--- config.mk ---
export PLATFORM = sky130hd
export DESIGN_NAME = hue_wheel_fader
export DESIGN_NICKNAME = d
export VERILOG_FILES = /design/src/rtl/hue_wheel_fader.sv
export SDC_FILE = /design/constraint.sdc
export NUM_CORES = 1
export LEC_CHECK = 0
export ABC_AREA = 1
export CORE_MARGIN = 2
export CORE_UTILIZATION = 60
export DETAILED_ROUTE_END_ITERATION = 6
export PLACE_DENSITY = 0.9
export SLEW_MARGIN = 20
export SYNTH_ARGS = -nofsm -noshare
export SYNTH_HDL_FRONTEND = slang
export SYNTH_SLANG_ARGS = --single-unit
--- constraint.sdc ---
create_clock -name clk -period 9.7 [get_ports clk]
set_input_delay 1.94 -clock clk [delete_from_list [all_inputs] [get_ports clk]]
set_output_delay 1.94 -clock clk [all_outputs]
set_load 0.1 [all_outputs]
--- src/rtl/hue_wheel_fader.sv ---
// Six-phase RGB colour-wheel generator: a prescaler paces steps through R->Y->G->C->B->M,
// producing registered PWM duty values plus phase, step and wrap status.
module hue_wheel_fader #(
  parameter int STEP_INTERVAL   = 8000,
  parameter int STEPS_PER_PHASE = 250,
  parameter int PWM_MAX         = 1250,
  parameter int WIDTH           = $clog2(PWM_MAX + 1),
  parameter int STEP_VAL        = PWM_MAX / STEPS_PER_PHASE
) (
  input  logic             clk,
  input  logic             rst,
  input  logic             en,
  input  logic [1:0]       mode,
  output logic [WIDTH-1:0] R_value,
  output logic [WIDTH-1:0] G_value,
  output logic [WIDTH-1:0] B_value,
  output logic [2:0]       phase,
  output logic             step_tick,
  output logic             wrap_pulse
);

  localparam int CW = (STEP_INTERVAL > 1) ? $clog2(STEP_INTERVAL) : 1;
  localparam int SW = $clog2(STEPS_PER_PHASE);

  localparam logic [CW-1:0]    CNT_LAST = CW'(STEP_INTERVAL - 1);
  localparam logic [SW-1:0]    IDX_LAST = SW'(STEPS_PER_PHASE - 1);
  localparam logic [WIDTH-1:0] MAX_W    = WIDTH'(PWM_MAX);
  localparam logic [WIDTH-1:0] STEP_W   = WIDTH'(STEP_VAL);

  typedef enum logic [2:0] {
    PH_RED     = 3'd0,
    PH_YELLOW  = 3'd1,
    PH_GREEN   = 3'd2,
    PH_CYAN    = 3'd3,
    PH_BLUE    = 3'd4,
    PH_MAGENTA = 3'd5
  } phase_t;

  typedef enum logic [1:0] {
    MODE_FWD     = 2'b00,
    MODE_REV     = 2'b01,
    MODE_PAUSE   = 2'b10,
    MODE_RESTART = 2'b11
  } mode_t;

  mode_t            mode_s;
  logic [CW-1:0]    cnt_q,   cnt_d;
  logic [SW-1:0]    idx_q,   idx_d;
  phase_t           phase_q, phase_d;
  logic [WIDTH-1:0] r_q, r_d, g_q, g_d, b_q, b_d;
  logic             tick_q, tick_d;
  logic             wrap_q, wrap_d;
  logic             phase_valid;

  assign mode_s      = mode_t'(mode);
  assign phase_valid = (phase_q <= PH_MAGENTA);

  function automatic phase_t phase_next(input phase_t p);
    case (p)
      PH_RED:     phase_next = PH_YELLOW;
      PH_YELLOW:  phase_next = PH_GREEN;
      PH_GREEN:   phase_next = PH_CYAN;
      PH_CYAN:    phase_next = PH_BLUE;
      PH_BLUE:    phase_next = PH_MAGENTA;
      default:    phase_next = PH_RED;
    endcase
  endfunction

  function automatic phase_t phase_prev(input phase_t p);
    case (p)
      PH_RED:     phase_prev = PH_MAGENTA;
      PH_YELLOW:  phase_prev = PH_RED;
      PH_GREEN:   phase_prev = PH_YELLOW;
      PH_CYAN:    phase_prev = PH_GREEN;
      PH_BLUE:    phase_prev = PH_CYAN;
      default:    phase_prev = PH_BLUE;
    endcase
  endfunction

  // Prescaler, step index and phase; an illegal phase (6/7) reloads the reset state.
  always_comb begin
    cnt_d   = cnt_q;
    idx_d   = idx_q;
    phase_d = phase_q;
    tick_d  = 1'b0;
    wrap_d  = 1'b0;
    if (!phase_valid || mode_s == MODE_RESTART) begin
      cnt_d   = '0;
      idx_d   = '0;
      phase_d = PH_RED;
    end else if (en && mode_s != MODE_PAUSE) begin
      if (cnt_q == CNT_LAST) begin
        cnt_d  = '0;
        tick_d = 1'b1;
        if (mode_s == MODE_REV) begin
          if (idx_q != '0) begin
            idx_d = idx_q - SW'(1);
          end else begin
            idx_d   = IDX_LAST;
            phase_d = phase_prev(phase_q);
            wrap_d  = (phase_q == PH_RED);
          end
        end else begin
          if (idx_q != IDX_LAST) begin
            idx_d = idx_q + SW'(1);
          end else begin
            idx_d   = '0;
            phase_d = phase_next(phase_q);
            wrap_d  = (phase_q == PH_MAGENTA);
          end
        end
      end else begin
        cnt_d = cnt_q + CW'(1);
      end
    end
  end

  // Duty values derive from the next phase/index so they register alongside them.
  always_comb begin
    logic [WIDTH-1:0] up;
    logic [WIDTH-1:0] dn;
    up  = WIDTH'(idx_d) * STEP_W;
    dn  = MAX_W - up;
    r_d = '0;
    g_d = '0;
    b_d = '0;
    case (phase_d)
      PH_RED:     begin r_d = MAX_W; g_d = up;    end
      PH_YELLOW:  begin r_d = dn;    g_d = MAX_W; end
      PH_GREEN:   begin g_d = MAX_W; b_d = up;    end
      PH_CYAN:    begin g_d = dn;    b_d = MAX_W; end
      PH_BLUE:    begin r_d = up;    b_d = MAX_W; end
      PH_MAGENTA: begin r_d = MAX_W; b_d = dn;    end
      default:    begin r_d = MAX_W;              end
    endcase
  end

  always_ff @(posedge clk) begin
    if (rst) begin
      cnt_q   <= '0;
      idx_q   <= '0;
      phase_q <= PH_RED;
      r_q     <= MAX_W;
      g_q     <= '0;
      b_q     <= '0;
      tick_q  <= 1'b0;
      wrap_q  <= 1'b0;
    end else begin
      cnt_q   <= cnt_d;
      idx_q   <= idx_d;
      phase_q <= phase_d;
      r_q     <= r_d;
      g_q     <= g_d;
      b_q     <= b_d;
      tick_q  <= tick_d;
      wrap_q  <= wrap_d;
    end
  end

  assign R_value    = r_q;
  assign G_value    = g_q;
  assign B_value    = b_q;
  assign phase      = phase_q;
  assign step_tick  = tick_q;
  assign wrap_pulse = wrap_q;

endmodule
==> summary.md <==
| Metric | Value |
|---|---|
| Clock-pin slew on the worst setup and hold paths | 0.07 ns |
| Die width | 81.1 um |
| Synthesized area | 3570 um^2 |
| DR iter-0 viols | 249 |
| Antenna cell count | 0 |
| Max-Cap Viols | 0 |
| RSZ-0062 raised after global routing | false |
| Via count | 3452 |
| Critical path depth in cells | 18 |
| Fin util | 73.3% |
| R2R depth | 19 |
| P&R area growth vs syn | 20.1% |
| Port bufs | 42 |
| Final hold vios | 0 |
| CTS buffer count | 9 |
| Final setup viols | 0 |
| Crit Path Category | in -> reg |
| Initial core utilization | 61.0% |
| Core area | 5850 um^2 |
| FF-to-FF End | G_value[8] |
| FF/Latch Area | 1180 um^2 |
| Yosys reg bits | 59 |
| Reg2Reg Setup Slack | 5.51 ns |
| CTS tree | built |
| H-tree levels | 3 |
| Max Used Layer | met4 |
| Skew final | 0.0120 ns |
| Worst-Skew Late Latency | 0.35 ns |
| P per Cell Area | 125 nW/um^2 |
| Row count | 28 |
| Total Wirelength | 8660 um |
| Initial antenna violation count | 0 |
| Slew @ Worst Pin | 0.988 ns |
| Post-synth cell types | 49 |
| Pre-antenna DRT Iters | 5 |
| Worst Slack Setup Final | 3.95 ns |
| Final Slew Violations | 0 |
| First-pass GRT wire length | 14100 um |
| Critical Path RT | 9.92 ns |
| Worst-path fanout max | 8 |
| Syn_nets | 522 |
| Grt total ovfl | 0 |
| Ys Warns | 0 |
| Share of cells above drive strength 1 | 12.4% |
| Critical Path End | G_value[8] |
| Outcome | complete, no violations |
| Die Area | 6580 um^2 |
| Met1 wire length | 3800 um |
| Most Frequent Cell on Critical Path | nor2_1 |
| CTS Hold Bufs | 0 |
| Setup TNS | 0 ns |
| Delay-heaviest family, CP | simple AND/OR/NAND/NOR gates |
| Min-delay src | cnt_q[11] |
| Avg Inst Size Synth | 7.14 um^2 |
| Fmax | 174 MHz |
| Post_cts resized | 0 |
| Final #Nets | 567 |
| Post-CTS Setup Bufs | 0 |
| Syn Inst Count | 500 |
| Clock tree buffer depth | 2 |
| # fillers | 451 |
| Final Wtd Congestion | 1.01 |
| Minimum clock period | 5.75 ns |
| VDD IR max | 0.147 mV |
| Worst Setup SP | mode[1] |
| CP Capture Type | flip-flop |
| Sink Count | 59 |
| Num ports | 43 |
| Met3 routed WL | 597 um |
| Crit share post-route | 59.3% |
| Sequence of cells on the critical path | clkdlybuf4s50_1 -> inv_2 -> o21ai_1 -> nor2_1 -> nand2_2 -> nor4_1 -> a21oi_1 -> nor2_1 -> ha_1 -> ha_1 -> fa_1 -> xor2_1 -> nand2_1 -> nor3_1 -> xnor2_1 -> o22ai_1 -> inv_1 -> nor2_1 |
| Leak pwr | 1.78 nW |
| Area of the multi-input gates | 2060 um^2 |
| Crit path buffers/inverters | 3 |
| CP max-delay cell | clkdlybuf4s50_1 |
| Post-DP HPWL | 6410 um |
| Relative slew margins | 33.9% |
| WL/cell | 13.9 um |
| R2r startpoint | cnt_q[1] |
| DRC viols | 0 |
| Startpoint types | input port |
| WL met2 | 4030 um |
| Chip Height | 81.1 um |
| CTS Root Cell | clkbuf_8 |
| Detail Route Antenna Nets | 0 |
| Vias in the first global route | 3168 |
| HP Class | reg -> reg |
| Avg Vias per Cell | 5.52 |
| Total track usage | 28.2% |
| Critical Path AT | 5.97 ns |
| Register area share after synthesis | 33.1% |
| Slowest stage delay, CP | 0.51 ns |
| DP Worst Slack | 3.74 ns |
| Largest net degree at the start of global routing | 35 |
-- tightest hold or removal path, delay by kind of cell (launching register included) --
| kind | cells | cell delay, ns |
|---|---|---|
| buffers and inverters | 1 | 0.05 |
| AO/OA/AOI/OAI | 1 | 0.06 |
| flip-flops | 1 | 0.31 |
-- worst min path at each step --
stage	end	slack (ns)	cells after the start
after floorplan	cnt_q[11]	0.45	2
after global placement	cnt_q[11]	0.46	2
after detailed placement	cnt_q[11]	0.47	2
after CTS	cnt_q[11]	0.48	2
after global routing	cnt_q[9]	0.52	2
final	cnt_q[11]	0.48	2
-- metrics by stage --
stage	std cells	instance area (um^2)	power (mW)	hold WS (ns)
final	625	4290	0.537	0.480
after global routing	625	4290	0.551	0.520
after CTS	625	4290	0.539	0.481
after detailed placement	609	4040	0.263	0.472
after global placement	609	4040	0.262	0.461
after floorplan	500	3570	0.258	0.447
-- layout make-up --
| class | instances | share of cell area (%) |
|---|---|---|
| inverters | 72 | 6.36 |
| clock inverters | 6 | 2.60 |
| clock buffers | 10 | 3.21 |
| repair buffers | 43 | 9.98 |
| multi-input cells | 360 | 48.1 |
| flip-flops and latches | 59 | 27.6 |
| well taps | 75 | 2.19 |
-- state kept, by name, indices dropped and copies added, names as in the netlist --
register / count
B_value: 11
G_value: 11
R_value: 11
cnt_q: 13
idx_q: 8
phase: 3
step_tick: 1
wrap_pulse: 1
-- where the power goes --
part | leakage (nW) | internal (mW) | total (mW) | switching [mW]
logic | 1.18 | 0.00447 | 0.0146 | 0.0102
clock network | 0.123 | 0.178 | 0.279 | 0.101
registers | 0.475 | 0.243 | 0.243 | 0.000322
-- per-layer routing --
metal | up-vias | GRT usage (%)
met1 | 1566 | 37.4
li1 | 1712 | -
met4 | 0 | 14.1
met3 | 27 | 6.33
met2 | 147 | 43.1
met5 | - | 0
-- logic make-up after synthesis --
family | share of synthesized area [%]
AND/OR/NAND/NOR | 32.6
AO/OA/AOI/OAI | 15.1
buffers and inverters | 9.15
flip-flops | 33.1
adder cells (fa/ha/maj) | 6.17
XOR/XNOR | 3.93
-- layout by cell type (no fill, tap or decap), drive strengths merged, types with 4 or more instances in the layout --
cell type / count
nand2: 106
nor2: 83
inv: 73
dfxtp: 59
clkdlybuf4s50: 42
a21oi: 41
nand3: 35
ha: 16
o21ai: 14
xor2: 13
clkbuf: 10
o22ai: 9
nor3: 6
nand4: 5
o211ai: 4
-- cell usage after synthesis (all sizes together) --
cell type	number	area [um^2]
buf	5	38.8
a31oi	1	21.3
xor2	13	114
nand3	35	193
o21ai	14	96.3
o211ai	4	35.0
and2	1	6.26
a221oi	2	17.5
o22ai	9	62.6
nand3b	2	15.0
a211oi	2	15.0
a21boi	2	18.8
nand4	5	31.3
o21a	1	7.51
nor3b	3	22.5
o31ai	1	7.51
o21bai	2	15.0
clkbuf	4	15.0
nand2	106	453
nor3	6	30.0
dfxtp	59	1180
a21oi	41	213
fa	1	20.0
xnor2	3	26.3
inv	72	273
nor2	83	393
nor4	2	12.5
nand2b	1	6.26
ha	16	200
a22oi	3	22.5
a21o	1	7.51
No activity file was read; power rests on OpenSTA's default activity.
